**src/rtl/alu_issue_ctrl.sv**
```systemverilog
// Issue controller between decode and the ALU: decodes an operation, drives the ALU,
// waits ALU_LATENCY cycles, captures the result and returns it on a valid/ready handshake.
module alu_issue_ctrl #(
  parameter int unsigned ALU_LATENCY = 0,
  parameter int unsigned CNT_W       = 16
) (
  input  logic             clk,
  input  logic             reset,
  input  logic             in_valid,
  output logic             in_ready,
  input  logic [1:0]       alu_op,
  input  logic [2:0]       funct3,
  input  logic             funct7b5,
  input  logic             alu_src,
  input  logic [31:0]      rs1_val,
  input  logic [31:0]      rs2_val,
  input  logic [31:0]      imm,
  output logic [31:0]      alu_a,
  output logic [31:0]      alu_b,
  output logic [3:0]       alu_control,
  input  logic [31:0]      alu_result,
  input  logic             alu_zero,
  output logic             out_valid,
  input  logic             out_ready,
  output logic [31:0]      out_result,
  output logic             out_zero,
  output logic             out_branch_taken,
  output logic             out_illegal,
  output logic [CNT_W-1:0] ops_issued
);

  typedef enum logic [1:0] {IDLE, EXEC, DONE} state_e;

  localparam logic [3:0] CTRL_ADD = 4'b0010;
  localparam logic [3:0] CTRL_SUB = 4'b0110;
  localparam logic [3:0] CTRL_AND = 4'b0000;
  localparam logic [3:0] CTRL_OR  = 4'b0001;
  localparam logic [3:0] LAT      = 4'(ALU_LATENCY);

  state_e           state_q, state_d;
  logic [3:0]       cnt_q, cnt_d;
  logic [31:0]      aluA_q, aluA_d, aluB_q, aluB_d;
  logic [3:0]       ctrl_q, ctrl_d;
  logic             isBranch_q, isBranch_d, isBne_q, isBne_d;
  logic [31:0]      result_q, result_d;
  logic             zero_q, zero_d, taken_q, taken_d, illegal_q, illegal_d;
  logic [CNT_W-1:0] ops_q, ops_d;
  logic [3:0]       reqCtrl;
  logic             reqIllegal;

  always_comb begin
    reqCtrl    = CTRL_ADD;
    reqIllegal = 1'b0;
    case (alu_op)
      2'b00: reqCtrl = CTRL_ADD;
      2'b01: begin
        reqCtrl    = CTRL_SUB;
        reqIllegal = (funct3[2:1] != 2'b00);
      end
      2'b10: begin
        case (funct3)
          3'b000:  reqCtrl = (funct7b5 && !alu_src) ? CTRL_SUB : CTRL_ADD;
          3'b111:  reqCtrl = CTRL_AND;
          3'b110:  reqCtrl = CTRL_OR;
          default: reqIllegal = 1'b1;
        endcase
      end
      default: reqIllegal = 1'b1;
    endcase
  end

  always_ff @(posedge clk) begin
    if (reset) begin
      state_q    <= IDLE;
      cnt_q      <= '0;
      aluA_q     <= '0;
      aluB_q     <= '0;
      ctrl_q     <= CTRL_ADD;
      isBranch_q <= 1'b0;
      isBne_q    <= 1'b0;
      result_q   <= '0;
      zero_q     <= 1'b0;
      taken_q    <= 1'b0;
      illegal_q  <= 1'b0;
      ops_q      <= '0;
    end else begin
      state_q    <= state_d;
      cnt_q      <= cnt_d;
      aluA_q     <= aluA_d;
      aluB_q     <= aluB_d;
      ctrl_q     <= ctrl_d;
      isBranch_q <= isBranch_d;
      isBne_q    <= isBne_d;
      result_q   <= result_d;
      zero_q     <= zero_d;
      taken_q    <= taken_d;
      illegal_q  <= illegal_d;
      ops_q      <= ops_d;
    end
  end

  // Illegal requests skip EXEC entirely so the ALU is never issued and ops stays put.
  always_comb begin
    state_d    = state_q;
    cnt_d      = cnt_q;
    aluA_d     = aluA_q;
    aluB_d     = aluB_q;
    ctrl_d     = ctrl_q;
    isBranch_d = isBranch_q;
    isBne_d    = isBne_q;
    result_d   = result_q;
    zero_d     = zero_q;
    taken_d    = taken_q;
    illegal_d  = illegal_q;
    ops_d      = ops_q;
    case (state_q)
      IDLE: begin
        if (in_valid) begin
          aluA_d     = rs1_val;
          aluB_d     = alu_src ? imm : rs2_val;
          ctrl_d     = reqCtrl;
          cnt_d      = LAT;
          isBranch_d = (alu_op == 2'b01);
          isBne_d    = funct3[0];
          if (reqIllegal) begin
            state_d   = DONE;
            result_d  = '0;
            zero_d    = 1'b0;
            taken_d   = 1'b0;
            illegal_d = 1'b1;
          end else begin
            state_d = EXEC;
          end
        end
      end
      EXEC: begin
        if (cnt_q == 4'd0) begin
          result_d  = alu_result;
          zero_d    = alu_zero;
          taken_d   = isBranch_q && (isBne_q ? !alu_zero : alu_zero);
          illegal_d = 1'b0;
          ops_d     = ops_q + CNT_W'(1);
          state_d   = DONE;
        end else begin
          cnt_d = cnt_q - 4'd1;
        end
      end
      DONE: begin
        if (out_ready) state_d = IDLE;
      end
      default: state_d = IDLE;
    endcase
  end

  always_comb begin
    in_ready  = (state_q == IDLE);
    out_valid = (state_q == DONE);
  end

  assign alu_a            = aluA_q;
  assign alu_b            = aluB_q;
  assign alu_control      = ctrl_q;
  assign out_result       = result_q;
  assign out_zero         = zero_q;
  assign out_branch_taken = taken_q;
  assign out_illegal      = illegal_q;
  assign ops_issued       = ops_q;

endmodule

```
**config.mk**
```make
export PLATFORM = sky130hd
export DESIGN_NAME = alu_issue_ctrl
export DESIGN_NICKNAME = d
export VERILOG_FILES = /design/src/rtl/alu_issue_ctrl.sv
export SDC_FILE = /design/constraint.sdc
export NUM_CORES = 1
export LEC_CHECK = 0
export ABC_AREA = 1
export CAP_MARGIN = 40
export CORE_MARGIN = 2
export CORE_UTILIZATION = 36
export DETAILED_ROUTE_END_ITERATION = 8
export PLACE_DENSITY_LB_ADDON = 0.25
export SYNTH_ARGS = -nofsm -noshare
export SYNTH_HDL_FRONTEND = slang
export SYNTH_SLANG_ARGS = --single-unit
```
**constraint.sdc**
```tcl
create_clock -name clk -period 1.6 [get_ports clk]
set_clock_uncertainty 0.1 [all_clocks]
set_input_delay 0.32 -clock clk [delete_from_list [all_inputs] [get_ports clk]]
set_output_delay 0.32 -clock clk [all_outputs]
set_load 0.01 [all_outputs]
```
==> results of run 1 <==
[power groups by stage]
stage,registers [mW],logic (mW),clock network (mW)
4_1_cts,3.61,2.20,4.17
3_3_place_gp,3.66,2.14,0
3_5_place_dp,3.67,2.19,0
6_report,3.61,2.49,4.10
5_1_grt,3.65,2.68,4.31
2_1_floorplan,3.77,0.857,0
[area by class of cell]
cell class	count	area, um^2
Tap cell	176	220
Clock inverter	10	160
Multi-Input combinational cell	389	2250
Sequential cell	126	2540
Inverter	32	120
Antenna cell	2	5.00
Timing Repair Buffer	307	3010
Fill cell	1118	4570
Clock buffer	22	474
[stage by stage]
step	cell area [um^2]	total power, mW
floorplan	4960	4.62
global placement	7890	5.79
detailed placement	7890	5.86
CTS	8510	9.97
global route	8780	10.6
finish	8780	10.2
[metal layers]
metal,share of wire [%],GRT usage (%),vias up
li1,-,-,2520
met1,38,22.2,2375
met2,52,39.4,189
met3,8.0,9.02,19
met4,1.5,8.12,0
met5,0,0,-
[synth_stat cells, drive strengths merged]
master  number
conb         1
xor2         2
mux2i       32
nand3        9
a22o        33
a211oi       1
dfxtp      126
inv         32
clkbuf       6
nand4        4
nor3b        3
a21oi       50
o21bai       1
nor3         7
buf         25
nand2      156
a21boi       1
nor2        39
ha           6
o21ai       44
[worst max-delay path: stages]
cell and delay (ns):
clkdlybuf4s50_1 0.51, nor2_1 0.14, nand2_1 0.10, nand2_1 0.11, nand3_4 0.11, nand2_8 0.14
clkbuf_16 0.16, nand2_1 0.06, a21oi_2 0.13
[path summary, 6_finish.rpt]
kind	startpoint	to	slack (ns)
worst max-delay path	funct3[1]	out_result[30]$_SDFFE_PP0P_	0.04
worst min-delay path	reset	state_q[1]$_SDFFE_PP0P_	0.16
worst max register to register	cnt_q[1]$_SDFFE_PP0P_	ops_issued[8]$_SDFFE_PP0P_	0.05
worst min register to register	alu_b[27]$_SDFFE_PP0P_	alu_b[27]$_SDFFE_PP0P_	0.35
[timing repair]
action | in CTS | in global routing
gates cloned | 2 | 5
endpoints found under the setup margin | 160 | 52
pin swaps | 4 | 12
setup buffers | 2 | 8
gates resized for setup | 137 | 33
[state kept, by name, indices dropped and copies added, names as in the netlist]
register,flops
isBranch_q,1
alu_a,32
state_q,2
cnt_q,4
out_illegal,1
alu_control,3
out_zero,1
isBne_q,1
out_branch_taken,1
alu_b,32
ops_issued,16
out_result,32
[cell families (layout without fill, tap and decap cells)]
group	count (synthesis)	in the layout
simple gates	218	218
xor+xnor	2	2
flops	126	126
compound gates	130	130
other cells	1	3
fa+ha+maj	6	6
buf+inv	63	371
mux	32	32
==> parameters.txt, run 1 <==
Parameter                              Value

Clock tree
  Later-pin clock latency in the skew report ... 0.41 ns
  Clock sink count ... 126
  Longest Clk Path Bufs ... 2
  Cts-stage hold buffer count ... 0
  Number of CTS-inserted buffers ... 17
  Cell chosen for the clock root ... clkbuf_16
  TritonCTS clock tree ... built
  # H-tree levels ... 4
  Clock slew seen by the registers of the worst setup and hold paths ... 0.06 ns

Global route
  Total routing usage reported by global routing ... 21.7%
  Global-route wire length before repair ... 24.9 mm
  Via count of the first global-routing pass ... 5191
  Number of antenna violations at the first check in global routing ... 2
  Total grt overflow ... 0
  Largest net degree at the start of global routing ... 35

Synth
  Post-Synthesis Cell Area ... 0.00496 mm^2
  Synthesized-area fraction occupied by xor and xnor cells ... 0.353%
  Compound-gate portion of the synthesized area ... 15.9%
  Top cells by area in the synthesized netlist ... dfxtp_1 51%, nand2_1 12%, mux2i_1 6.5%
  Post-Synth Adder-Cell Area ... 1.51%
  Total of flip-flops plus latches after synthesis ... 126
  Yosys Warn Count ... 0
  Synth unique cells ... 30
  Top-area cell type share of the netlist area ... 50.8%
  Post-synthesis net count ... 724
  Gate count of the mapped netlist ... 578
  Sequential-to-total area share from yosys stat ... 50.8%
  Simple-gate portion of the synthesized area ... 18.8%
  Largest family of logic cells by synthesized area ... simple AND/OR/NAND/NOR gates
  Synthesized area per cell ... 8.58 um^2
  Post-synthesis mux area share ... 6.46%
  Area leader, netlist ... dfxtp_1

STA
  Fin crit share ... 97.5%
  Final Hold Slack ... 0.157 ns
  Final setup TNS ... 0 ns
  Setup repair after global routing missed its margin ... true
  Number of slew-limit violations in the final report ... 0
  Shortest clock period the worst path allows after layout ... 1.56 ns
  FMAX ... 641 MHz
  Final count of negative-setup-slack endpoints ... 0
  Hold Violations, Final ... 0
  Least setup slack across all paths after layout ... 0.0398 ns

Routing
  Post-DR vias/cell ... 4.80
  Routed len/inst ... 15.5 um
  Vias ... 5103
  Post-detailed-route count of antenna-violating nets ... 0
  DRC violation count after routing ... 0
  Router iterations before antenna repair ... 4
  Total length of routed wires ... 16.5 mm
  Drt first-iter violations ... 264

Final layout
  Cell Count, Final, Fillers Out ... 1064
  Final core utilization ... 65.7%
  Layout area overhead ... 76.9%
  Share of final-layout standard cells stronger than drive strength 1 ... 14.4%
  Commonest non-fill, non-tap cells in the layout ... 151 x nand2_1, 134 x clkdlybuf4s50_1, 119 x dfxtp_1
  Most common cell after layout, fill and taps aside ... nand2_1
  Final layout net count ... 1019

Die
  Number of ports placed on the die boundary ... 261
  Total die area ... 0.0147 mm^2
  Effective utilization at floorplan ... 37.2%
  Cell row count ... 42
  Core area ... 0.0133 mm^2
  Die height ... 121 um
  Chip Width ... 121 um

Placed design
  Final Wtd Congestion ... 0.823
  DP Wirelength ... 11.9 mm
  Worst Setup Slack post-DPL ... -0.523 ns
  Post-placement cell count ... 1013
  Count of buffers from port buffering ... 259

Power and ir drop
  Internal ... 7.51 mW
  Peak VDD IR ... 0.703 mV
  Leakage power total ... 3.97 nW
  Power per cell area ... 1160 mW/mm^2
  Portion of total power attributed to the clock network ... 40.1%
  Combinational fraction of design power ... 24.4%
  Psw ... 2.69 mW
  Sw frac ... 26.4%
  Sequential share of power ... 35.4%

Worst hold path
  HP Class ... input pin to register
  Hold Path Depth ... 2

Job
  Maximum Capacitance Violations ... 0

Worst setup path
  Classification of the worst setup path ... input pin to register
  Endpoint class of the critical path ... register
  Critical path data required time ... 1.84 ns
  Number of cells on the worst reg-to-reg path ... 11
  Nature of the critical path startpoint ... input pin
  Worst EP arrival ... 1.80 ns
  Largest fanout on the critical path ... 7

Status
  Outcome ... complete, no violations
Power figures use the tool's default switching activity.
==> inputs of run 2 (changes only) <==
--- a/config.mk
+++ b/config.mk
@@ -7,10 +7,13 @@
 export LEC_CHECK = 0
 export ABC_AREA = 1
 export CAP_MARGIN = 40
+export CELL_PAD_IN_SITES_DETAIL_PLACEMENT = 1
+export CELL_PAD_IN_SITES_GLOBAL_PLACEMENT = 1
 export CORE_MARGIN = 2
-export CORE_UTILIZATION = 36
+export CORE_UTILIZATION = 25
 export DETAILED_ROUTE_END_ITERATION = 8
 export PLACE_DENSITY_LB_ADDON = 0.25
+export SKIP_LAST_GASP = 1
 export SYNTH_ARGS = -nofsm -noshare
 export SYNTH_HDL_FRONTEND = slang
 export SYNTH_SLANG_ARGS = --single-unit
==> parameters.txt, run 2 (synthesized netlist as in run 1, its figures left out) <==
Parameter                              Value

Status
  Outcome ... complete, no violations

Worst setup path
  Classification of the worst setup path ... register to primary output
  Endpoint class of the critical path ... primary output
  CP delay by family, top ... flip-flops
  Worst path cell trace ... buf_4 -> nor2_4 -> buf_2
  Slowest cell on crit path ... dfxtp_4
  Cell count along the critical path ... 3 (-6)
  Number of cells on the worst reg-to-reg path ... 8 (-3)
  Critical path data required time ... 1.18 ns (-0.66 ns)
  Max incr delay on CP ... 0.36 ns (-0.15 ns)
  Critical path buffer and inverter count ... 2 (unchanged)
  Largest fanout on the critical path ... 3 (-4)
  Nature of the critical path startpoint ... register
  Worst EP arrival ... 1.17 ns (-0.63 ns)

Die
  Cell row count ... 51 (+21%)
  Number of ports placed on the die boundary ... 261 (unchanged)
  Total die area ... 0.0210 mm^2 (+42%)
  Effective utilization at floorplan ... 25.5% (-12 points)
  Die height ... 145 um (+19%)
  Core area ... 0.0195 mm^2 (+46%)
  Chip Width ... 145 um (+19%)

Clock tree
  Clock slew seen by the registers of the worst setup and hold paths ... 0.06 ns (about the same)
  # H-tree levels ... 4 (unchanged)
  TritonCTS clock tree ... built
  Later-pin clock latency in the skew report ... 0.42 ns (about the same)
  Longest Clk Path Bufs ... 2 (unchanged)
  Clock sink count ... 126 (unchanged)
  Cell chosen for the clock root ... clkbuf_16
  Number of CTS-inserted buffers ... 17 (unchanged)

Final layout
  Share of final-layout standard cells stronger than drive strength 1 ... 17.1% (+2.6 points)
  Ant diodes ... 0 (-2)
  Commonest non-fill, non-tap cells in the layout ... 144 x nand2_1, 133 x clkdlybuf4s50_1, 118 x dlygate4sd2_1
  Final core utilization ... 45.4% (-20 points)
  FILL cells ... 2314 (+110%)
  Final layout net count ... 1018 (-0.098%)
  Final Instance Area ... 0.00883 mm^2 (+0.58%)
  Most common cell after layout, fill and taps aside ... nand2_1
  Cell Count, Final, Fillers Out ... 1150 (+8.1%)
  Layout area overhead ... 77.9%

Routing
  Router iterations before antenna repair ... 4 (unchanged)
  Vias ... 5092 (-0.22%)
  Drt first-iter violations ... 114 (-57%)
  Routed len/inst ... 15.8 um (+1.7%)
  Total length of routed wires ... 18.1 mm (+9.9%)
  Post-detailed-route count of antenna-violating nets ... 0 (unchanged)
  DRC violation count after routing ... 0 (unchanged)
  Post-DR vias/cell ... 4.43 (-7.7%)

STA
  Final count of negative-setup-slack endpoints ... 0 (unchanged)
  Max-Slew Margin vs Limit ... 64.8%
  Shortest clock period the worst path allows after layout ... 1.59 ns (+0.0306 ns)
  Slew at the pin with the worst max-slew slack ... 0.528 ns
  Hold Violations, Final ... 0 (unchanged)
  Setup repair after global routing missed its margin ... true
  Number of slew-limit violations in the final report ... 0 (unchanged)
  Fin crit share ... 99.4% (+1.9 points)
  Least setup slack across all paths after layout ... 0.00919 ns (-0.0306 ns)
  FMAX ... 629 MHz (-1.9%)

Worst hold path
  HP Class ... input pin to register
  Hold Path Depth ... 2 (unchanged)

Power and ir drop
  Peak VDD IR ... 0.720 mV (+2.4%)
  Leakage power total ... 3.93 nW (-1.1%)
  Power per cell area ... 1130 mW/mm^2 (-2.6%)
  Final Power ... 10.0 mW (-2.0%)

Placed design
  Post-placement cell count ... 1106 (+9.2%)
  Worst Setup Slack post-DPL ... -0.563 ns (-0.0395 ns)
  Placed cell areas ... 0.00802 mm^2 (+1.6%)
  Final Wtd Congestion ... 0.753 (-8.4%)
  Count of buffers from port buffering ... 259 (unchanged)
  DP Wirelength ... 13.6 mm (+14%)

Global route
  Total grt overflow ... 0 (unchanged)
  Via count of the first global-routing pass ... 5507 (+6.1%)
  Global-route wire length before repair ... 27.9 mm (+12%)
  Total routing usage reported by global routing ... 17.1% (-4.6 points)
  Largest net degree at the start of global routing ... 43 (+23%)
  Number of antenna violations at the first check in global routing ... 0 (-2)

Job
  Maximum Capacitance Violations ... 0 (unchanged)
[run 2: cell types whose count changed in the layout (fill, tap and decap cells not counted), moves of 3 or more]
cell | previous run | this run
clkbuf_16 | 21 | 18
buf_4 | 32 | 37
dfxtp_1 | 119 | 116
dfxtp_2 | 5 | 8
inv_6 | 0 | 5
a21oi_1 | 41 | 33
clkbuf_8 | 3 | 0
a21oi_2 | 8 | 16
nand2_1 | 151 | 144
nand2_2 | 3 | 9
[run 2: worst paths after layout]
kind,start,end,slack (ns)
min reg2reg,out_result[26]$_SDFFE_PP0P_,out_result[26]$_SDFFE_PP0P_,0.36
max reg2reg,state_q[1]$_SDFFE_PP0P_,out_result[6]$_SDFFE_PP0P_,0.02
min,reset,out_branch_taken$_SDFFE_PP0P_,0.1
max,state_q[1]$_SDFFE_PP0P_,in_ready,0.009
[run 2: metal layers]
metal	share of wire [%]	global-route usage, %	vias up
met1	40	18.5	2387
met5	0	0	-
li1	-	-	2512
met4	1.5	5.62	0
met3	8.2	6.45	17
met2	51	30.8	176
[run 2: where the power goes]
group | switching (mW) | internal [mW] | total (mW)
clock | 1.55 | 2.47 | 4.02
combinational | 1.13 | 1.23 | 2.36
sequential | 0.174 | 3.44 | 3.61
[run 2: stage by stage]
stage,setup TNS (ns),hold slack [ns]
global placement,-28.01,0.344
detailed placement,-31.08,0.351
finish,0,0.0998
floorplan,0,0.343
global route,-0.437,0.109
CTS,-0.148,0.0976
[run 2: layout make-up]
cell class,instances,area [um^2],share of cell area [%]
clock buffer,17,425,4.82
multi-input combinational,389,2320,26.3
sequential,126,2540,28.8
tap,265,332,3.76
clock inverter,15,184,2.08
inverter,32,120,1.36
timing repair buffer,306,2900,32.9
[run 2: timing repair]
action / in CTS / in global routing
setup buffers: 4 / 7
gates cloned: 2 / 1
setup endpoints to repair: 162 / 44
hold buffers: 0 / 0
gates resized for setup: 152 / 47
pin swaps: 8 / 20
